**config.mk**
```make
export PLATFORM = sky130hd
export DESIGN_NAME = tick_timer
export DESIGN_NICKNAME = d
export VERILOG_FILES = /design/src/rtl/tick_timer.sv
export SDC_FILE = /design/constraint.sdc
export NUM_CORES = 1
export LEC_CHECK = 0
export ABC_AREA = 1
export BUFFER_PORTS_ARGS = -buffer_cell sky130_fd_sc_hd__buf_4
export CORE_MARGIN = 5
export CORE_UTILIZATION = 50
export CTS_CLUSTER_DIAMETER = 50
export DETAILED_ROUTE_END_ITERATION = 10
export PLACE_DENSITY = 0.69
export SETUP_SLACK_MARGIN = 0.5
export SLEW_MARGIN = 10
export SYNTH_ARGS = -nofsm -noshare
export SYNTH_HDL_FRONTEND = slang
export SYNTH_SLANG_ARGS = --single-unit
```
**constraint.sdc**
```tcl
create_clock -name clk -period 2.73 [get_ports clk]
set_input_delay 0.1365 -clock clk [delete_from_list [all_inputs] [get_ports clk]]
set_output_delay 0.1365 -clock clk [all_outputs]
set_load 0.05 [all_outputs]
```
**src/rtl/tick_timer.sv**
```systemverilog
// Tick-driven interval timer: counts `period` ticks, then pulses `expired` for one cycle (one-shot or auto-reload).
// All outputs are registered, one edge of latency after start/stop/tick; there is no backpressure and every request is acted on immediately.
module tick_timer #(
    parameter int CNT_W = 16
) (
    input  logic             clk,
    input  logic             rst,
    input  logic             tick,
    input  logic             start,
    input  logic             stop,
    input  logic [CNT_W-1:0] period,
    input  logic             periodic,
    output logic             busy,
    output logic             expired,
    output logic [CNT_W-1:0] remaining
);

    typedef enum logic {
        IDLE = 1'b0,
        RUN  = 1'b1
    } state_t;

    state_t           state_q, state_d;
    logic [CNT_W-1:0] rem_q, rem_d;
    logic [CNT_W-1:0] per_q, per_d;
    logic             mode_q, mode_d;
    logic             exp_q, exp_d;

    always_comb begin
        state_d = state_q;
        rem_d   = rem_q;
        per_d   = per_q;
        mode_d  = mode_q;
        exp_d   = 1'b0;

        // start wins in either state; a zero period is an immediate completion
        if (start) begin
            per_d  = period;
            mode_d = periodic;
            if (period == '0) begin
                state_d = IDLE;
                rem_d   = '0;
                exp_d   = 1'b1;
            end else begin
                state_d = RUN;
                rem_d   = period;
            end
        end else if (state_q == RUN) begin
            if (stop) begin
                state_d = IDLE;
                rem_d   = '0;
            end else if (tick) begin
                if (rem_q > CNT_W'(1)) begin
                    rem_d = rem_q - CNT_W'(1);
                end else begin
                    exp_d = 1'b1;
                    if (mode_q) begin
                        rem_d = per_q;
                    end else begin
                        state_d = IDLE;
                        rem_d   = '0;
                    end
                end
            end
        end
    end

    always_ff @(posedge clk or posedge rst) begin
        if (rst) begin
            state_q <= IDLE;
            rem_q   <= '0;
            per_q   <= '0;
            mode_q  <= 1'b0;
            exp_q   <= 1'b0;
        end else begin
            state_q <= state_d;
            rem_q   <= rem_d;
            per_q   <= per_d;
            mode_q  <= mode_d;
            exp_q   <= exp_d;
        end
    end

    assign busy      = (state_q == RUN);
    assign expired   = exp_q;
    assign remaining = rem_q;

endmodule

```
### Yosys cells after proc, flatten, opt, wreduce, memory -nomap -nowiden

Cells that the tools add are included.

* logic and storage cells: 31
* output and inout bits: 18
* flip-flop bits (word level): 35
* input bits: 22

* $lt $le $gt $ge: 1
* mux-type cells: 20
* add/sub/neg operators: 1
* reductions and logical operators: 4

Operator list (count)
* $mux 16: 7
* $gt 16x1->1 const B: 1
* $logic_not 16->1: 1
* $sub 16x1->16 const B: 1
* $mux 1: 13
* $reduce_bool 3->1: 1
* $reduce_and 2->1: 1
* $reduce_bool 2->1: 1

### Depth between registers and ports, before layout

* depth in word-level cells: 6
* gate-level depth with buffers: 10
* gate-level depth less buffers: 9

### Least setup slack after synthesis

No wires, ideal clock.

* path kind: register to register
* from: register rem_q[0] (netlist: remaining[0])
* to: register rem_q[10] (netlist: remaining[10])
* data required time: 2608 ps
* stages on the path, launching flop included: 10
* setup time: 122 ps
* arrival time: 1677 ps
* buffers on the path: 1
* setup slack: 931 ps
* path through: dfrtp_1 inv_1 ha_1 o21ai_2 nor2_4 nand2_4 buf_6 nand3_1 nand2_1 a21oi_2

* word-level cells in the longest chain between the ends: 6
* elaborated cells on any way between the ends: 7
* those cells by class: add/sub: 1; order compare: 1; mux: 5

Ends and longest elaborated chain
* start: declaration: line 24 `logic [CNT_W-1:0] rem_q, rem_d;`
* start signal: assignment: line 77 `rem_q <= rem_d;`
* $sub 16x1->16 / $gt 16x1->1 (equally long branches): line 54, 53
* $mux 16 (*): line 53 `if (rem_q > CNT_W'(1)) begin`
* $mux 16 (*): line 52 `end else if (tick) begin`
* $mux 16 (*): line 49 `if (stop) begin`
* $mux 16 (*): line 48 `end else if (state_q == RUN) begin`
* $mux 16 (*): line 37 `if (start) begin`

Mark *: on every way between the ends. The rest lies on a longest branch, timed or not. The select of a mux whose other input is x is not followed.
A chain may end at the register's enable or synchronous reset.

### Worst setup path after layout

* from: register rem_q[0] (netlist: remaining[0])
* to: register rem_q[0] (netlist: remaining[0])

The elaborated chain is that of the path after synthesis.

==> flow_summary.json <==
{
  "viasPerCell": 5.207,
  "synth_top_area_frac": 0.3684,
  "finalHoldViolations": 0,
  "drive_gt1_frac": 0.2000,
  "post-route-util": 0.5952,
  "fin_nets": 398,
  "rr_endpoint": "remaining[0]",
  "wl_per_cell_um": 14.57,
  "tns_ns": 0,
  "syn_nets": 363,
  "h-tree-depth": 2,
  "hold-path-cell-count": 3,
  "maxCapViolations": 0,
  "setup_slack_ns": 0.9692,
  "core_area_sq_um": 4661,
  "clock_path_buffers": 2,
  "drc_errors": 0,
  "cts_resized": 0,
  "clkTransAtPathRegs_ns": 0.07,
  "ys.flop_type": "dfrtp_1",
  "antenna-diode-count": 0,
  "dieArea_sq_um": 6234,
  "cts_num_sinks": 35,
  "gr-usage-met3": 0.02721,
  "finalClockSkew_ns": 0.004104,
  "route.vias.total": 2234,
  "cts_hold_buffers": 1,
  "holdCritStartpoint": "periodic",
  "synthXorXnorAreaFrac": 0.01105,
  "cts_setup_buffers": 0,
  "setup_viol": 0,
  "synth_top_family_by_area": "simple AND/OR/NAND/NOR gates",
  "numCtsBuffers": 5,
  "grt_pass1_wl_um": 10450,
  "r2r-start": "remaining[0]",
  "grt_usage": 0.2131,
  "worst_r2r_path_depth": 8,
  "synthSimpleGateAreaFrac": 0.3953,
  "crit_path_start_kind": "flip-flop",
  "holdWs_ns": 0.05545,
  "grt_max_degree": 36,
  "arrival_ns": 1.97,
  "die_w_um": 78.96,
  "hold_path_class": "in2reg",
  "relSlewSlack": 0.5460,
  "overflow": 0,
  "grt_util_met2": 0.3175,
  "synth_area_per_cell_sq_um": 7.013,
  "yosysSeqAreaShare": 0.3684,
  "gp_congestion": 0.8310,
  "clock_latency_ns": 0.29,
  "chipHeight_um": 78.96,
  "rows": 25,
  "rsz0062_at_grt": "false",
  "power_density_nw_per_um2": 576.4,
  "cts_tree": "built",
  "start_util": 0.5101,
  "synth_edf_count": 0,
  "yosys.area.top_type": "dfrtp_1",
  "drtIter0Drc": 226,
  "grt-busiest-layer": "met1",
  "dpl.hpwl_um": 4614,
  "syn2layout_area_growth_pct": 16.68,
  "synth_warnings": 0,
  "synth.most_common_cell": "nand2_1",
  "max-vdd-ir-drop_v": 0.0003390,
  "max_freq_ghz": 0.5679,
  "synthTopCellsByArea": "dfrtp_1 (37%), nand2_1 (18%), nand3_1 (6.9%), a21oi_1 (5.7%), inv_1 (4.7%)",
  "port_buffers": 39,
  "ant_nets": 0,
  "syn_inst": 339,
  "min_period_over_period": 0.6450,
  "status": "finished, final reports clean",
  "synth.distinct_cells": 34,
  "r2r_slack_ns": 0.97,
  "antenna_found_initial": 0,
  "clockRootBuffer": "clkbuf_8",
  "grt_pass1_vias": 2046,
  "crit_required_ns": 2.94,
  "synth_commonest_cells": "nand2_1 (112), dfrtp_1 (35), nand3_1 (33)",
  "tightest_slew_ns": 0.6803,
  "ioPinCount": 40,
  "wl_um": 6252,
  "post-place-ws_ns": 0.8508,
  "synth_mux_area_frac": 0,
  "met1_usage": 0.3297,
  "slew_viol_final": 0,
  "synthAdderAreaFrac": 0.01053,
  "synth_compound_area_frac": 0.1300,
  "critPathKind": "reg2reg",
  "syn_area_sq_um": 2377,
  "p_leak_nw": 1.388,
  "cp-end-kind": "flip-flop",
  "whs_endpoint": "mode_q",
  "async_reset_ff_frac": 1.000,
  "ys_ff_latch": 35,
  "drt-pass1-iter-count": 4,
  "cp_max_fo": 14,
  "period_minus_slack_ns": 1.761
}
==> area by class of cell <==
class / count / area [sq um]
flip-flops and latches: 35 / 875.8
fillers: 465 / 1887
multi-input cells: 259 / 1300
well taps: 54 / 67.56
repair buffers: 41 / 310.3
inverters: 32 / 120.1
clock buffers: 8 / 100.1
==> routing by layer <==
metal,vias to the layer above,wire (um),share of wire
met5,-,0,0
met4,0,59,0.0094
met3,6,233,0.037
met2,50,2806,0.45
met1,1021,3152,0.50
li1,1157,-,-
==> worst max-delay path: stages, from the launching register on <==
cell and delay, ns:
dfrtp_1 0.41, inv_1 0.11, ha_1 0.25, o21ai_2 0.09, nor2_4 0.32, nand2_4 0.19, nand2_1 0.11, nand3_1 0.08
a22oi_2 0.13
==> flip-flops by register name, indices dropped and copies added (netlist names) <==
signal     cells
per_q         16
remaining     16
busy           1
expired        1
mode_q         1
==> cell usage in the layout, fill, tap and decap left out <==
cell type,synthesis,routed
a21oi_1,27,27
a21oi_2,3,3
a22oi_2,2,2
and2_1,1,1
buf_4,1,40
clkbuf_1,2,1
clkbuf_8,0,7
dfrtp_1,35,35
dlygate4sd3_1,0,1
ha_1,2,2
inv_1,30,30
inv_2,2,2
nand2_1,112,112
nand2_2,2,2
nand2_4,2,2
nand3_1,33,33
nand3_2,2,2
nand3b_1,3,3
nand4_1,5,5
nor2_1,30,30
nor2_2,7,7
nor2_4,4,4
nor2_8,1,1
nor3_1,1,1
nor4_1,2,2
o21ai_0,10,10
o21ai_1,1,1
o21ai_2,1,1
o21bai_1,3,3
o22ai_4,1,1
o32ai_2,1,1
xnor2_1,2,2
xor2_1,1,1
==> metrics by stage <==
| stage | area (sq um) | power [W] | cells |
|---|---|---|---|
| finish | 2774 | 0.001599 | 429 |
| floorplan | 2377 | 0.001030 | 339 |
| CTS | 2774 | 0.001606 | 429 |
| detailed placement | 2664 | 0.001190 | 420 |
| global placement | 2664 | 0.001184 | 420 |
| global route | 2774 | 0.001694 | 429 |
==> worst max-delay path by stage <==
| stage | to | from | slack (ns) |
|---|---|---|---|
| after floorplan | remaining[10] | remaining[0] | 0.93 |
| final | remaining[0] | remaining[0] | 0.97 |
| after CTS | remaining[7] | remaining[0] | 0.96 |
| after global routing | remaining[3] | remaining[0] | 0.81 |
| after detailed placement | remaining[14] | start | 0.85 |
| after global placement | remaining[14] | start | 0.83 |
==> cell families (layout without fill, tap and decap cells) <==
group,Yosys count,count (layout)
simple gates,205,205
flops,35,35
xor+xnor,3,3
fa+ha+maj,2,2
compound gates,49,49
buf+inv,45,81
==> where the power goes <==
group,switching (W),internal [W]
combinational,0.000352,0.000173
clock,0.000187,0.000230
sequential,0.0000804,0.000576
total,0.000620,0.000979
Power figures use the tool's default switching activity.
